$ cat config.mk
export PLATFORM = sky130hd
export DESIGN_NAME = wb_arbiter
export DESIGN_NICKNAME = d
export VERILOG_FILES = /design/src/rtl/wb_arb_pkg.sv /design/src/rtl/wb_arb_rr.sv /design/src/rtl/wb_arbiter.sv
export SDC_FILE = /design/constraint.sdc
export NUM_CORES = 1
export LEC_CHECK = 0
export ABC_AREA = 1
export CAP_MARGIN = 10
export CORE_AREA = 2 2 86 67
export DETAILED_ROUTE_END_ITERATION = 8
export DIE_AREA = 0 0 88 69
export PLACE_DENSITY = 0.82
export SYNTH_ARGS = -nofsm -noshare
export SYNTH_HDL_FRONTEND = slang
export SYNTH_SLANG_ARGS = --single-unit
$ cat constraint.sdc
create_clock -name i_wb_clk -period 1.4 [get_ports i_wb_clk]
set_clock_uncertainty 0.2 [all_clocks]
set_input_delay 0.35 -clock i_wb_clk [delete_from_list [all_inputs] [get_ports i_wb_clk]]
set_output_delay 0.35 -clock i_wb_clk [all_outputs]
set_load 0.02 [all_outputs]
$ cat src/rtl/wb_arb_pkg.sv
// ---------------------------------------------------------------------------
// wb_arb_pkg
// Shared definitions for the two-master Wishbone arbiter:
//   - default address/data widths and watchdog limit
//   - FSM state encoding (IDLE / BUSY / GAP)
//   - one-hot grant constants (bit N = master N)
//   - rr_pick(): two-requester round-robin pick given the last-granted master
// ---------------------------------------------------------------------------
package wb_arb_pkg;

  localparam int DEF_ADR_WIDTH = 16;
  localparam int DEF_DAT_WIDTH = 16;
  localparam int DEF_TIMEOUT   = 15;

  typedef enum logic [1:0] {
    ST_IDLE = 2'd0,
    ST_BUSY = 2'd1,
    ST_GAP  = 2'd2
  } arb_state_e;

  localparam logic [1:0] GNT_NONE = 2'b00;
  localparam logic [1:0] GNT_M0   = 2'b01;
  localparam logic [1:0] GNT_M1   = 2'b10;

  // last = 1 means master 1 was granted most recently, so a tie goes to m0.
  function automatic logic [1:0] rr_pick(input logic [1:0] req, input logic last);
    logic [1:0] g;
    g = GNT_NONE;
    case (req)
      2'b01:   g = GNT_M0;
      2'b10:   g = GNT_M1;
      2'b11:   g = last ? GNT_M0 : GNT_M1;
      default: g = GNT_NONE;
    endcase
    return g;
  endfunction

endpackage

$ cat src/rtl/wb_arb_rr.sv
// ---------------------------------------------------------------------------
// wb_arb_rr
// Two-requester round-robin grant logic with a registered last-grant pointer.
// Ports:
//   i_wb_clk, i_wb_rst : clock, asynchronous active-high reset
//   req[1:0]           : request vector (bit N = master N)
//   upd                : update the last-grant pointer this cycle
//   upd_gnt[1:0]       : one-hot grant of the master that just finished
//   gnt[1:0]           : combinational one-hot pick for the current req
// The pointer resets to master 1 so master 0 wins the first tie.
// ---------------------------------------------------------------------------
module wb_arb_rr
  import wb_arb_pkg::*;
(
  input  logic       i_wb_clk,
  input  logic       i_wb_rst,
  input  logic [1:0] req,
  input  logic       upd,
  input  logic [1:0] upd_gnt,
  output logic [1:0] gnt
);

  logic last_q;

  always_ff @(posedge i_wb_clk or posedge i_wb_rst) begin
    if (i_wb_rst) begin
      last_q <= 1'b1;
    end else if (upd) begin
      last_q <= upd_gnt[1];
    end
  end

  always_comb begin
    gnt = rr_pick(req, last_q);
  end

endmodule

$ cat src/rtl/wb_arbiter.sv
// ---------------------------------------------------------------------------
// wb_arbiter
// Two-master to one-slave Wishbone arbiter with round-robin grant and a
// one-cycle GAP after every transfer (clears the slave's sticky ack).
//
// Optional feature: define WB_ARB_TIMEOUT_EN to enable a BUSY watchdog that
// aborts a transfer with o_mN_err after TIMEOUT BUSY cycles without ack.
//
// Ports:
//   i_wb_clk, i_wb_rst             : clock, asynchronous active-high reset
//   i_mN_cyc/stb/we/adr/data       : master N request (N = 0,1)
//   o_mN_ack/err/data              : master N response
//   o_s_cyc/stb/we/adr/data        : slave request (valid only in BUSY)
//   i_s_ack, i_s_data              : slave response
//   o_gnt[1:0]                     : registered one-hot grant, 00 when idle
//   o_dbg_state                    : current FSM state (debug)
//
// Handshake: a master requests with cyc&stb and holds them until it sees
// ack (or err); a transfer completes on the first BUSY cycle where the
// granted master still holds cyc and the slave asserts i_s_ack. Dropping cyc
// while granted aborts the transfer without an ack.
// ---------------------------------------------------------------------------
module wb_arbiter
  import wb_arb_pkg::*;
#(
  parameter int ADR_WIDTH = DEF_ADR_WIDTH,
  parameter int DAT_WIDTH = DEF_DAT_WIDTH,
  parameter int TIMEOUT   = DEF_TIMEOUT
) (
  input  logic                 i_wb_clk,
  input  logic                 i_wb_rst,
  input  logic                 i_m0_cyc,
  input  logic                 i_m0_stb,
  input  logic                 i_m0_we,
  input  logic [ADR_WIDTH-1:0] i_m0_adr,
  input  logic [DAT_WIDTH-1:0] i_m0_data,
  output logic                 o_m0_ack,
  output logic                 o_m0_err,
  output logic [DAT_WIDTH-1:0] o_m0_data,
  input  logic                 i_m1_cyc,
  input  logic                 i_m1_stb,
  input  logic                 i_m1_we,
  input  logic [ADR_WIDTH-1:0] i_m1_adr,
  input  logic [DAT_WIDTH-1:0] i_m1_data,
  output logic                 o_m1_ack,
  output logic                 o_m1_err,
  output logic [DAT_WIDTH-1:0] o_m1_data,
  output logic                 o_s_cyc,
  output logic                 o_s_stb,
  output logic                 o_s_we,
  output logic [ADR_WIDTH-1:0] o_s_adr,
  output logic [DAT_WIDTH-1:0] o_s_data,
  input  logic                 i_s_ack,
  input  logic [DAT_WIDTH-1:0] i_s_data,
  output logic [1:0]           o_gnt,
  output arb_state_e           o_dbg_state
);

  arb_state_e state_q, state_d;
  logic [1:0] gnt_q, gnt_d;
  logic [1:0] req;
  logic [1:0] rr_gnt;
  logic       rr_upd;
  logic       busy;

  // Granted master's signals, selected by the registered grant.
  logic                 g_cyc, g_stb, g_we;
  logic [ADR_WIDTH-1:0] g_adr;
  logic [DAT_WIDTH-1:0] g_data;

  logic ack_hit;
  logic abort_hit;
  logic timeout_hit;

  assign req  = {i_m1_cyc & i_m1_stb, i_m0_cyc & i_m0_stb};
  assign busy = (state_q == ST_BUSY);

  wb_arb_rr u_rr (
    .i_wb_clk (i_wb_clk),
    .i_wb_rst (i_wb_rst),
    .req      (req),
    .upd      (rr_upd),
    .upd_gnt  (gnt_q),
    .gnt      (rr_gnt)
  );

  always_comb begin
    g_cyc  = i_m0_cyc;
    g_stb  = i_m0_stb;
    g_we   = i_m0_we;
    g_adr  = i_m0_adr;
    g_data = i_m0_data;
    if (gnt_q[1]) begin
      g_cyc  = i_m1_cyc;
      g_stb  = i_m1_stb;
      g_we   = i_m1_we;
      g_adr  = i_m1_adr;
      g_data = i_m1_data;
    end
  end

  // Slave ack only counts while the granted master still holds cyc; an
  // abort in the same cycle takes precedence and produces no ack.
  assign ack_hit   = busy & g_cyc & i_s_ack;
  assign abort_hit = busy & ~g_cyc;

`ifdef WB_ARB_TIMEOUT_EN
  localparam int CNT_W = $clog2(TIMEOUT + 1);
  logic [CNT_W-1:0] cnt_q;

  // The counter reaches TIMEOUT on the cycle it would increment from
  // TIMEOUT-1, i.e. the TIMEOUT-th BUSY cycle. An ack in that cycle wins.
  assign timeout_hit = busy & g_cyc & ~i_s_ack & (cnt_q == CNT_W'(TIMEOUT - 1));

  always_ff @(posedge i_wb_clk or posedge i_wb_rst) begin
    if (i_wb_rst) begin
      cnt_q <= '0;
    end else if (state_q == ST_IDLE && |req) begin
      cnt_q <= '0;
    end else if (busy && !i_s_ack && cnt_q != CNT_W'(TIMEOUT)) begin
      cnt_q <= cnt_q + 1'b1;
    end
  end
`else
  logic unused_timeout;
  assign unused_timeout = (TIMEOUT > 0);
  assign timeout_hit    = 1'b0;
`endif

  always_ff @(posedge i_wb_clk or posedge i_wb_rst) begin
    if (i_wb_rst) begin
      state_q <= ST_IDLE;
      gnt_q   <= GNT_NONE;
    end else begin
      state_q <= state_d;
      gnt_q   <= gnt_d;
    end
  end

  always_comb begin
    state_d = state_q;
    gnt_d   = gnt_q;
    rr_upd  = 1'b0;
    case (state_q)
      ST_IDLE: begin
        if (|req) begin
          state_d = ST_BUSY;
          gnt_d   = rr_gnt;
        end
      end
      ST_BUSY: begin
        if (abort_hit || ack_hit || timeout_hit) begin
          state_d = ST_GAP;
          gnt_d   = GNT_NONE;
          rr_upd  = 1'b1;
        end
      end
      ST_GAP: begin
        state_d = ST_IDLE;
        gnt_d   = GNT_NONE;
      end
      default: begin
        state_d = ST_IDLE;
        gnt_d   = GNT_NONE;
      end
    endcase
  end

  always_comb begin
    o_s_cyc  = 1'b0;
    o_s_stb  = 1'b0;
    o_s_we   = 1'b0;
    o_s_adr  = '0;
    o_s_data = '0;
    if (busy) begin
      o_s_cyc  = g_cyc;
      o_s_stb  = g_stb;
      o_s_we   = g_we;
      o_s_adr  = g_adr;
      o_s_data = g_data;
    end
  end

  assign o_m0_ack    = ack_hit & gnt_q[0];
  assign o_m1_ack    = ack_hit & gnt_q[1];
  assign o_m0_err    = timeout_hit & gnt_q[0];
  assign o_m1_err    = timeout_hit & gnt_q[1];
  assign o_m0_data   = gnt_q[0] ? i_s_data : '0;
  assign o_m1_data   = gnt_q[1] ? i_s_data : '0;
  assign o_gnt       = gnt_q;
  assign o_dbg_state = state_q;

endmodule
==> metrics.md <==
| Metric | Value |
|---|---|
| P_sw | 3340 uW |
| Final Hold Fails | 0 |
| Warnings from Yosys | 0 |
| CP max FO | 3 |
| Drt wl/cell | 14.9 um |
| Crit path buf inv count | 3 |
| Residual DRC | 0 |
| Final nets | 517 |
| Final WL | 7.49 mm |
| Vias in the first global route | 2267 |
| Most frequent cells in the layout | buf_6, clkdlybuf4s50_1, nor2_1 |
| Startpoint class of the critical path | flop |
| Largest buffer count on any clock path | 2 |
| Status | finished, violations left |
| Total track usage | 21.4% |
| Detailed Place HPWL | 4.33 mm |
| Layout cells sized above 1 | 66.5% |
| Met1 wire length | 2.73 mm |
| Maximum vdd drop | 0.000844 V |
| CTS clk-pin slew, worst paths | 0.04 ns |
| Dominant synthesized flop cell | dfrtp_1 |
| Setup Crit Path Kind | reg2out |
| CP max-delay cell | dfrtp_2 |
| Drt via density | 4.34 |
| Met2 WL | 4.10 mm |
| Area of the multi-input gates | 1180 um2 |
| Row count | 23 |
| Cell variety after synth | 19 |
| Worst path cell trace | nor2_4, buf_6, buf_4, and2_4, nand2_4, nor2_4, buf_6 |
| Die width | 88 um |
| RSZ-0062 raised after global routing | yes |
| Final Worst Setup Slack | -0.599 ns |
| Initial antenna violation count | 0 |
| Setup violators final | 76 |
| Failing checks | negative setup slack |
| Sequential area share after synthesis | 11.9% |
| DP Cell Count | 458 |
| Drt pass-1 iters | 4 |
| 1st-iter DRT viols | 66 |
| Dominant cells by area after synthesis | nor2_1, nand2_1, o21ai_1 |
| Cell area after synthesis | 1060 um2 |
| Worst-Skew Late Latency | 0.23 ns |
| Worst setup path start | o_dbg_state[1] |
| Mean Syn Cell Area | 4.76 um2 |
| CP delay by family, top | simple AND/OR/NAND/NOR gates |
| DR WL met3 | 530 um |
| Final worst path period share | 143% |
| CORE AREA | 5210 um2 |
| Pwr/cell area | 1780 nW/um2 |
| Combinational share of power | 91.9% |
| FFs w/ async S/R, synth | 100% |
| Start of the worst register-to-register path | o_dbg_state[0] |
| Die area | 6070 um2 |
| CTS buffer count | 3 |
| Leakage power | 0.00212 uW |
| CTS tree | yes |
| CTS sink count | 5 |
| CTS root buf | clkbuf_8 |
| Largest net degree at the start of global routing | 17 |
| EDFF count, synth | 0 |
| H-tree Lvls | 1 |
| N_diodes | 0 |
| Routability Congestion | 0.873 |
| Worst EP required | 0.85 ns |
| Synth top area share | 25.1% |
| Hold Crit Class | in2async |
| Global-route wire length before repair | 10.4 mm |
| Starting density of the core | 20.4% |
| Post-Syn Instances | 223 |
| Total number of vias | 2180 |
| Final std cells w/o fill | 502 |
| Worst stage delay on the critical path | 0.42 ns |
| Internal power | 3890 uW |
| Post-DP Area | 2940 um2 |
| Final Cell Area | 4060 um2 |
| Sw Ratio | 46.2% |
| Clk pwr share | 3.9% |
| Highest routed layer | met4 |
| Sequential standard cell area | 131 um2 |
| CTS hold repair buffers | 0 |
| Minimum clock period | 2.00 ns |
| Post-DRT Antenna Nets | 0 |
| Flop pwr share | 4.2% |
| # IOs | 164 |
| FMAX | 500 MHz |
| Fill cells | 349 |
| Area grow syn2layout | 282% |
| CP arrival | 1.45 ns |
| Max-cap violations | 0 |
| Seq cells post-synth | 5 |
| Crit path capture type | primary output |
| Remaining Overflow, GRT | 0 |
| Vert. Die Dim | 69 um |
| Most common cell after layout, fill and taps aside | buf_6 |
| Max-slew violation count | 0 |
| Port Buf Inserts | 161 |
| Post-synth top area cell | nor2_1 |
| Fin util | 77.9% |
## state kept, by name, indices dropped and copies added, names as in the netlist
signal and count:
o_dbg_state 2, o_gnt 2, u_rr.last_q 1
## power groups by stage
stage               logic, uW  clock network, uW  registers [uW]
finish                   6640                282             306
global route             7000                289             313
CTS                      6090                277             296
detailed placement       4150                  0             296
global placement         4130                  0             295
floorplan                2190                  0             327
## metal layers
| metal | track usage [%] | up-vias |
|---|---|---|
| met5 | 0 | - |
| met4 | 4.96 | 0 |
| li1 | - | 1066 |
| met1 | 22.1 | 990 |
| met3 | 3.35 | 12 |
| met2 | 43.3 | 112 |
## synthesized netlist by cell type (2+ instances only)
library cell   n
buf_2          7
buf_4          5
clkbuf_2       3
dfrtp_1        4
inv_1         39
nand2_1       46
nand2_2        2
nand3_1        3
nor2_1        71
o21ai_0        4
o21ai_1       31
## timing repair
item / 4_1_cts / 5_1_grt
resized for setup: 532 / 81
pin swaps: 30 / 20
gates cloned: 6 / 1
setup buffers: 30 / 6
setup endpoints to repair: 77 / 78
## layout make-up
cell class,count,area share (%)
flip-flops and latches,5,3.24
inverters,40,3.95
multi-input cells,163,29.0
well taps,75,2.31
repair buffers,215,60.3
clock buffers,4,1.11
## cell families (layout without fill, tap and decap cells)
logic type             count (synthesis)  in the layout  synth area share [%]
other                                  1              2                 0.353
buffers and inverters                 56            259                  24.2
AND/OR/NAND/NOR                      124            124                  45.9
AO/OA/AOI/OAI                         37             37                  17.7
flip-flops                             5              5                  11.9
## metrics by stage
step	hold slack [ns]	power, uW	setup TNS [ns]	setup WS (ns)
after floorplan	-0.0721	2520	-9.71	-0.315
after global placement	0.263	4420	-51.55	-1.05
after detailed placement	0.271	4450	-52.26	-1.08
after CTS	0.137	6660	-31.48	-0.592
after global routing	0.146	7600	-35.35	-0.643
final	0.127	7230	-32.66	-0.599
## final timing paths
path,endpoint,slack (ns),depth (start not counted)
max,o_m1_ack,-0.60,7
min,o_dbg_state[0],0.13,2
max reg2reg,o_gnt[1],-0.16,10
min reg2reg,u_rr.last_q,0.29,2
max in group asynchronous,u_rr.last_q,0.63,2
min in group i_wb_clk,u_rr.last_q,0.29,2
## worst reg2reg max path, delay by kind of cell, from the launching register on
kind,cells,cell delay (ns)
DFF,1,0.41
and+or+nand+nor,5,0.30
buffers and inverters,5,0.55
Power figures use the tool's default switching activity.
